===== config.mk =====
export PLATFORM = sky130hd
export DESIGN_NAME = pc_sequencer_flat
export DESIGN_NICKNAME = d
export VERILOG_FILES = /design/src/rtl/pc_sequencer_if.sv /design/src/rtl/pc_sequencer.sv /design/src/flat_wrapper.sv
export SDC_FILE = /design/constraint.sdc
export NUM_CORES = 1
export LEC_CHECK = 0
export CORE_MARGIN = 3
export CORE_UTILIZATION = 43
export DETAILED_ROUTE_END_ITERATION = 10
export PLACE_DENSITY_LB_ADDON = 0.08
export SETUP_SLACK_MARGIN = 0.02
export SLEW_MARGIN = 0
export SYNTH_ARGS = -nofsm -noshare
export SYNTH_HDL_FRONTEND = slang
export SYNTH_SLANG_ARGS = --single-unit

===== constraint.sdc =====
create_clock -name clk -period 2.05 [get_ports clk]
set_input_delay 0.41 -clock clk [delete_from_list [all_inputs] [get_ports clk]]
set_output_delay 0.41 -clock clk [all_outputs]
set_load 0.03 [all_outputs]

===== src/rtl/pc_sequencer_if.sv =====
`default_nettype none
// +--------------------------------------------------------------------------+
// | Module      : pc_sequencer_if                                            |
// | Description : Bus between the program-counter sequencer and its host     |
// |               (control decoder, instruction memory, LUT loader).         |
// |               Signals:                                                   |
// |                 start          host -> seq  begin program                |
// |                 inst           host -> seq  instruction at current pc    |
// |                 branch_en      host -> seq  branch taken this cycle      |
// |                 memory_read_en host -> seq  load issued this cycle       |
// |                 lut_we/addr/data host -> seq branch-target LUT write     |
// |                 pc             seq -> host  instruction-memory address   |
// |                 stall          seq -> host  suppress reg_write_en        |
// |                 busy / done    seq -> host  run status                   |
// |                 cycle_count    seq -> host  cycles spent running         |
// | Revision    : 1.0  initial release                                       |
// +--------------------------------------------------------------------------+
interface pc_sequencer_if #(
  parameter int PC_W  = 10,
  parameter int KEY_W = 5,
  parameter int CNT_W = 16
);
  logic             start;
  logic [8:0]       inst;
  logic             branch_en;
  logic             memory_read_en;
  logic             lut_we;
  logic [KEY_W-1:0] lut_addr;
  logic [PC_W-1:0]  lut_data;
  logic [PC_W-1:0]  pc;
  logic             stall;
  logic             busy;
  logic             done;
  logic [CNT_W-1:0] cycle_count;

  // Host side (control decoder / memory / test driver)
  modport master (
    output start, inst, branch_en, memory_read_en, lut_we, lut_addr, lut_data,
    input  pc, stall, busy, done, cycle_count
  );

  // Sequencer side
  modport slave (
    input  start, inst, branch_en, memory_read_en, lut_we, lut_addr, lut_data,
    output pc, stall, busy, done, cycle_count
  );
endinterface
`default_nettype wire


===== src/rtl/pc_sequencer.sv =====
`default_nettype none
// +--------------------------------------------------------------------------+
// | Module      : pc_sequencer                                               |
// | Description : Program-counter sequencer for the 9-bit accumulator core.  |
// |               Steps the instruction address, resolves branch keys via a  |
// |               writable target LUT, stalls register writes during         |
// |               multi-cycle loads and reports done plus a cycle count.     |
// |               Ports:                                                     |
// |                 clk    in  rising-edge clock                             |
// |                 rst_n  in  asynchronous active-low reset                 |
// |                 bus    slave modport of pc_sequencer_if                  |
// | Revision    : 1.0  initial release                                       |
// +--------------------------------------------------------------------------+
module pc_sequencer #(
  parameter int PC_W     = 10,
  parameter int KEY_W    = 5,
  parameter int MEM_LAT  = 1,
  parameter int START_PC = 0,
  parameter int CNT_W    = 16
) (
  input  logic           clk,
  input  logic           rst_n,
  pc_sequencer_if.slave  bus
);

  localparam int LUT_D = 2 ** KEY_W;
  // Load wait counter only needs to hold MEM_LAT-1.
  localparam int CW    = (MEM_LAT > 1) ? $clog2(MEM_LAT) : 1;

  localparam logic [8:0]       C_HALT     = 9'h1FF;
  localparam logic [CW-1:0]    C_LAT_M1   = CW'(MEM_LAT - 1);
  localparam logic [PC_W-1:0]  C_START_PC = PC_W'(START_PC);
  localparam logic [CNT_W-1:0] C_CNT_MAX  = '1;

  typedef enum logic [1:0] {
    ST_IDLE     = 2'd0,
    ST_RUN      = 2'd1,
    ST_MEM_WAIT = 2'd2,
    ST_DONE     = 2'd3
  } state_t;

  state_t           state_q, state_d;
  logic [PC_W-1:0]  pc_q, pc_d;
  logic [CW-1:0]    cnt_q, cnt_d;
  logic [CNT_W-1:0] cycle_count_q, cycle_count_d;
  logic [PC_W-1:0]  lut_q [LUT_D];

  logic             stall;
  logic             is_halt;
  logic [PC_W-1:0]  branch_target;
  logic [CNT_W-1:0] cycle_count_inc;

  assign is_halt         = (bus.inst == C_HALT);
  // Read of the registered LUT: a same-cycle write lands only at the clock
  // edge, so a simultaneous lookup of the same key sees the old target.
  assign branch_target   = lut_q[bus.inst[KEY_W-1:0]];
  assign cycle_count_inc = (cycle_count_q == C_CNT_MAX) ? cycle_count_q
                                                        : cycle_count_q + CNT_W'(1);

  // --------------------------------------------------------------------------
  // Next-state / output logic
  // --------------------------------------------------------------------------
  always_comb begin
    state_d       = state_q;
    pc_d          = pc_q;
    cnt_d         = cnt_q;
    cycle_count_d = cycle_count_q;
    stall         = 1'b0;

    unique case (state_q)
      ST_IDLE, ST_DONE: begin
        if (bus.start) begin
          state_d       = ST_RUN;
          pc_d          = C_START_PC;
          cycle_count_d = '0;
        end
      end

      ST_RUN: begin
        cycle_count_d = cycle_count_inc;
        if (is_halt) begin
          // pc stays on the HALT word
          state_d = ST_DONE;
        end else if (bus.memory_read_en) begin
          stall   = 1'b1;
          cnt_d   = C_LAT_M1;
          state_d = ST_MEM_WAIT;
        end else if (bus.branch_en) begin
          pc_d = branch_target;
        end else begin
          pc_d = pc_q + PC_W'(1);
        end
      end

      ST_MEM_WAIT: begin
        cycle_count_d = cycle_count_inc;
        if (cnt_q != '0) begin
          stall = 1'b1;
          cnt_d = cnt_q - CW'(1);
        end else begin
          // Load data returns this cycle; the register write goes ahead.
          pc_d    = pc_q + PC_W'(1);
          state_d = ST_RUN;
        end
      end

      default: state_d = ST_IDLE;
    endcase
  end

  // --------------------------------------------------------------------------
  // State registers
  // --------------------------------------------------------------------------
  always_ff @(posedge clk or negedge rst_n) begin
    if (!rst_n) begin
      state_q       <= ST_IDLE;
      pc_q          <= C_START_PC;
      cnt_q         <= '0;
      cycle_count_q <= '0;
    end else begin
      state_q       <= state_d;
      pc_q          <= pc_d;
      cnt_q         <= cnt_d;
      cycle_count_q <= cycle_count_d;
    end
  end

  // Branch-target LUT, writable in every state.
  always_ff @(posedge clk or negedge rst_n) begin
    if (!rst_n) begin
      for (int i = 0; i < LUT_D; i++) begin
        lut_q[i] <= '0;
      end
    end else if (bus.lut_we) begin
      lut_q[bus.lut_addr] <= bus.lut_data;
    end
  end

  // --------------------------------------------------------------------------
  // Outputs
  // --------------------------------------------------------------------------
  assign bus.pc          = pc_q;
  assign bus.stall       = stall;
  assign bus.busy        = (state_q == ST_RUN) || (state_q == ST_MEM_WAIT);
  assign bus.done        = (state_q == ST_DONE);
  assign bus.cycle_count = cycle_count_q;

endmodule
`default_nettype wire

===== src/flat_wrapper.sv =====
// flat-port wrapper written by rule: the top's interface ports become plain ports
module pc_sequencer_flat 
#(
  parameter int PC_W     = 10,
  parameter int KEY_W    = 5,
  parameter int MEM_LAT  = 1,
  parameter int START_PC = 0,
  parameter int CNT_W    = 16
)
  (clk, rst_n, bus_start, bus_inst, bus_branch_en, bus_memory_read_en, bus_lut_we, bus_lut_addr, bus_lut_data, bus_pc, bus_stall, bus_busy, bus_done, bus_cycle_count);
  pc_sequencer_if #(.PC_W(PC_W), .KEY_W(KEY_W), .CNT_W(CNT_W)) bus_i ();
  input  logic clk;
  input  logic rst_n;
  input wire logic [$bits(bus_i.start)-1:0] bus_start;
  input wire logic [$bits(bus_i.inst)-1:0] bus_inst;
  input wire logic [$bits(bus_i.branch_en)-1:0] bus_branch_en;
  input wire logic [$bits(bus_i.memory_read_en)-1:0] bus_memory_read_en;
  input wire logic [$bits(bus_i.lut_we)-1:0] bus_lut_we;
  input wire logic [$bits(bus_i.lut_addr)-1:0] bus_lut_addr;
  input wire logic [$bits(bus_i.lut_data)-1:0] bus_lut_data;
  output wire logic [$bits(bus_i.pc)-1:0] bus_pc;
  output wire logic [$bits(bus_i.stall)-1:0] bus_stall;
  output wire logic [$bits(bus_i.busy)-1:0] bus_busy;
  output wire logic [$bits(bus_i.done)-1:0] bus_done;
  output wire logic [$bits(bus_i.cycle_count)-1:0] bus_cycle_count;
  assign bus_i.start = bus_start;
  assign bus_i.inst = bus_inst;
  assign bus_i.branch_en = bus_branch_en;
  assign bus_i.memory_read_en = bus_memory_read_en;
  assign bus_i.lut_we = bus_lut_we;
  assign bus_i.lut_addr = bus_lut_addr;
  assign bus_i.lut_data = bus_lut_data;
  assign bus_pc = bus_i.pc;
  assign bus_stall = bus_i.stall;
  assign bus_busy = bus_i.busy;
  assign bus_done = bus_i.done;
  assign bus_cycle_count = bus_i.cycle_count;
  pc_sequencer #(.PC_W(PC_W), .KEY_W(KEY_W), .MEM_LAT(MEM_LAT), .START_PC(START_PC), .CNT_W(CNT_W)) u_core (.clk(clk), .rst_n(rst_n), .bus(bus_i));
endmodule

# After elaboration in Yosys (flattened, before gate mapping)
# Cells that the tools add are included.
word_totals:
  in_bits: 30
  word_cells: 94
  regBits: 349
  out_inout_bits: 29
classes:
  eq_ne: 12
  order_cmp: 3
  n_bitwise: 2
  add_sub_neg: 3
  n_reduce_logical: 10
  n_mux: 28
ops:
  columns: ["cell", "n"]
  rows:
  - ["bitwise mux 320 bit", 1]
  - ["2-to-1 mux 10 bit", 8]
  - ["binary-select mux 10 bit (select 5 bit)", 1]
  - ["demux 10 bit (select 5 bit)", 1]
  - ["2-to-1 mux 16 bit", 2]
  - ["case mux 16 bit (2 select lines)", 1]
  - ["case mux 10 bit (3 select lines)", 1]
  - ["adder 16 x 1 -> 16 bit, second input constant", 1]
  - ["equality test 16 bit, second input constant", 1]
  - [">= comparator 6 bit, second input constant", 2]
  - ["!= test 2 bit, second input constant", 6]
  - ["inverter 5 -> 6 bit", 2]
  - ["adder 10 x 1 -> 10 bit, second input constant", 1]
  - ["equality test 9 bit, second input constant", 1]
  - ["2-to-1 mux 2 bit", 4]
  - ["< comparator 6 x 1 -> 1 bit, second input constant", 1]
  - ["2-to-1 mux 1 bit", 6]
  - ["case mux 2 bit (3 select lines)", 1]
  - ["AND reduction 3 bit", 2]
  - ["equality test 2 bit, second input constant", 2]
  - ["case mux 1 bit (2 select lines)", 2]
  - ["AND reduction 4 bit", 1]
  - ["OR reduction 2 bit", 2]
  - ["!= test 3 x 2 -> 1 bit, second input constant", 1]
  - ["7 further kinds", 7]

# Logic depth before layout (Yosys ltp)
# Gate-level depths: netlist of run 1.
depth:
  depth_word: 8
  mapped_depth: 9
  ltp_nobuf: 7

# Least setup slack after synthesis of run 1
# No wires, ideal clock.
synth_path:
  kind: "reg2out"
  startpoint: "reg u_core.state_q[0]"
  endpoint: "out bus_stall"
  n_path_buf: 1
  arrival_time_ps: 2014
  path_stages_with_launch: 5
  required_ps: 1640
  path_slack_ps: -374
  path_cell_list: "dfrtp_1 > inv_1 > ha_1 > clkbuf_1 > nor4b_1"
synth_between:
  elab_chain_cells: 2
  word_cells_on_any_way: 3
  cone_classes: "eq/ne: 2; mux: 1"
synth_rtl:
  columns: ["element", "line", "text"]
  rows:
  - ["start, declared", "pc_sequencer.sv:42", "state_t state_q, state_d;"]
  - ["start signal, assigned", "pc_sequencer.sv:121", "state_q <= state_d;"]
  - ["equality test 2 bit or equality test 2 x 1 -> 1 bit (tied branches)", "pc_sequencer.sv:70", "unique case (state_q)"]
  - ["case mux 1 bit (2 select lines) *", "pc_sequencer.sv:70", null]
  - ["end, declared", "flat_wrapper.sv:22", "output wire logic [$bits(bus_i.stall)-1:0] bus_stall;"]
# Every way passes the cells marked *; elsewhere a longest branch is shown, timed or not.

# Final worst setup path of run 1
# Ends and elaborated chain as after synthesis.

==> qor.yml, run 1 <==
outcome: "complete, but fails checks"
violations: "setup timing"
clock_path_buffers: 3
met3_usage: 0.03705
crit_required_ns: 1.64
final_common_cell: "dfrtp_1"
gp_congestion: 0.8215
die_h_um: 201.2
fin_nets: 1359
synth.area.top_cells: "dfrtp_1 (53%), mux2_2 (22%), mux4_2 (11%)"
numCtsBuffers: 40
numClockSinks: 348
use_met2: 0.3617
max_cap_viol_count: 0
synthArstFlopShare: 1.000
fin_crit_sh: 1.038
rows: 70
drc: 0
dieArea_um2: 40490
synth_area_per_cell_um2: 14.66
dpl_cell_area_um2: 19080
reg2reg_setup_slack_ns: 0
power_frac_seq: 0.413
worstPathMaxFanout: 3
r2r_end: "u_core.bus.cycle_count[13]$_DFFE_PN0P_"
slew_violations: 0
clk_latency_ns: 0.55
cp-end-kind: "output port"
crit_type: "reg2out"
pin_count: 59
hold_path_class: "in2async"
p_comb_frac: 0.224
portBuffers: 58
die_w_um: 201.2
p_sw_frac: 0.2653
finClkSkew_ns: 0.01318
htreeDepth: 2
synth_edf_count: 0
via_count: 10370
final_cell_mix: "dfrtp_1 (348), mux2_2 (321), buf_4 (125), mux4_2 (80), buf_12 (46)"
period_needed_ns: 2.129
dp_hpwl_um: 29360
final_antenna_net_count: 0
drive_gt1_frac: 0.5048
power_frac_clock: 0.364
grt_use_met1: 0.3058
worstSetupStartpointType: "flip-flop"
antenna_found_initial: 0
grt_pass1_vias: 11010
ys_types: 61
cts_tree: "yes"
ys_ff_latch: 348
fmax_mhz: 469.7
first_pass_iters: 5
gr-usage-all-layers: 0.2204
syn_nets: 1153
fp.coreArea_um2: 37050
synth_largest_area_cell: "dfrtp_1"
hold_viol_final: 0
setup_viol: 4
grt_first_pass_wirelength_um: 68100
synth.top_cell.area_share: 0.5315
fin_total_pwr_uw: 21620
path_clk_slew_ns: 0.06
cts_root_buf: "clkbuf_16"
syn-cell-area_um2: 16390
peakVddDrop_v: 0.0006993
synth_flop_cell: "dfrtp_1"
wire_per_inst_um: 23.61
area_delta_synth_final_pct: 26.55
worst_slew_pin_slew_ns: 0.5170
fillers: 3054
seq_area_frac_synth: 0.5315
rsz0062_at_grt: "true"
power_density_nw_per_um2: 1043
grt_max_degree: 47
setup_slack_ns: -0.07881
totalWireLength_um: 43820
slew_headroom: 0.6553
final_cell_area_um2: 20740
r2r_start: "u_core.state_q[0]$_DFFE_PN0P_"
power.switching_uw: 5736
p_int_uw: 15890
start_util: 0.4423
yosysWarnings: 0
arrival_ns: 1.72
grt-ovfl-total: 0
syn_inst: 1118
top_usage_layer: "met2"
leakage_uw: 0.009376
viasPerCell: 5.587
r2r_cells: 10
drt_iter0_drc: 526
==> stage by stage <==
| step | hold WS [ns] | setup slack, ns | setup TNS, ns | util | cells |
|---|---|---|---|---|---|
| floorplan | 0.1144 | -0.002491 | -0.002491 | - | 1118 |
| global route | 0.4226 | -0.1402 | -0.5792 | 0.5596 | 1855 |
| CTS | 0.3965 | -0.1474 | -0.2309 | 0.5566 | 1849 |
| global placement | 0.3819 | -0.4453 | -57.69 | 0.5150 | 1776 |
| detailed placement | 0.3816 | -0.4374 | -57.64 | 0.5150 | 1776 |
| finish | 0.4049 | -0.07881 | -0.1785 | 0.5597 | 1856 |
==> repair_timing <==
action / 4_1_cts / 5_1_grt
pin swaps: 2 / 5
gates resized for setup: 48 / 17
buffers inserted: 4 / 6
hold buffers: 1 / 0
endpoints found under the hold margin: 32 / 0
endpoints found under the setup margin: 39 / 16
==> layout make-up <==
class,instances,area [um^2],share of cell area
tap,504,630.6,0.03041
sequential,348,8708,0.4200
multi-input combinational,693,7455,0.3595
clock buffer,52,1137,0.05485
antenna,1,2.502,0.0001207
timing repair buffer,234,2464,0.1188
inverter,7,26.28,0.001267
clock inverter,17,312.8,0.01508
==> cells by family after synthesis <==
group	count (synthesis)	synth area share
multiplexers	436	0.3520
flip-flops	348	0.5315
AND/OR/NAND/NOR	164	0.05284
AO/OA/AOI/OAI	80	0.03383
buffers and inverters	77	0.02176
XOR/XNOR	8	0.004276
adder cells (fa/ha/maj)	5	0.003818
==> power groups by stage <==
stage                     Clock [uW]  Combinational (uW)  Sequential (uW)
final                           7860                4830             8930
after floorplan                    0                2770             8990
after CTS                       8060                4750             8910
after detailed placement           0                4590             9030
after global placement             0                4530             8990
after global routing            8350                5230             9080
==> worst max-delay path, cell delays in order, from the launching register on <==
cell	delay, ns
dfrtp_1	0.39
inv_2	0.07
ha_4	0.20
buf_6	0.12
nor4b_4	0.22
buf_6	0.17
==> routing by layer <==
| metal | wire [um] | vias to the layer above | part of all wire |
|---|---|---|---|
| met3 | 1714 | 57 | 0.039 |
| met2 | 21270 | 165 | 0.49 |
| li1 | - | 4628 | - |
| met4 | 886 | 0 | 0.020 |
| met5 | 0 | - | 0 |
| met1 | 19940 | 5519 | 0.46 |
==> sequential cells by signal, summed over array words and instances (netlist names) <==
signal,flops
u_core.state_q,2
u_core.bus.pc,10
u_core.lut_q,320
u_core.bus.cycle_count,16
==> how the worst max path moves through the flow <==
stage                                             start                      endpoint  slack [ns]  depth (start not counted)
final                     u_core.state_q[0]$_DFFE_PN0P_                     bus_stall       -0.08                          5
after floorplan                             bus_inst[0]  u_core.bus.pc[8]$_DFFE_PN0P_      -0.002                          9
after detailed placement                    bus_inst[5]  u_core.bus.pc[0]$_DFFE_PN0P_       -0.44                          8
after global routing      u_core.state_q[0]$_DFFE_PN0P_                     bus_stall       -0.14                          5
after CTS                 u_core.state_q[0]$_DFFE_PN0P_                     bus_stall       -0.15                          5
after global placement                      bus_inst[5]  u_core.bus.pc[0]$_DFFE_PN0P_       -0.45                          8
==> Yosys cell counts (all sizes together) (9+ instances only) <==
library cell,count
nand4,11
nand2,42
buf,23
nand3,18
nand3b,9
and3,9
dfrtp,348
mux4,80
mux2i,34
mux2,322
o21ai,22
nor2,34
clkbuf,47
a21oi,13
Power figures use the tool's default switching activity.
==> run 2: changes to the inputs <==
Settings changed: HOLD_SLACK_MARGIN from default to 0.12.
==> results of run 2 <==
The final DEF is identical to that of run 1; final timing and power are the same.
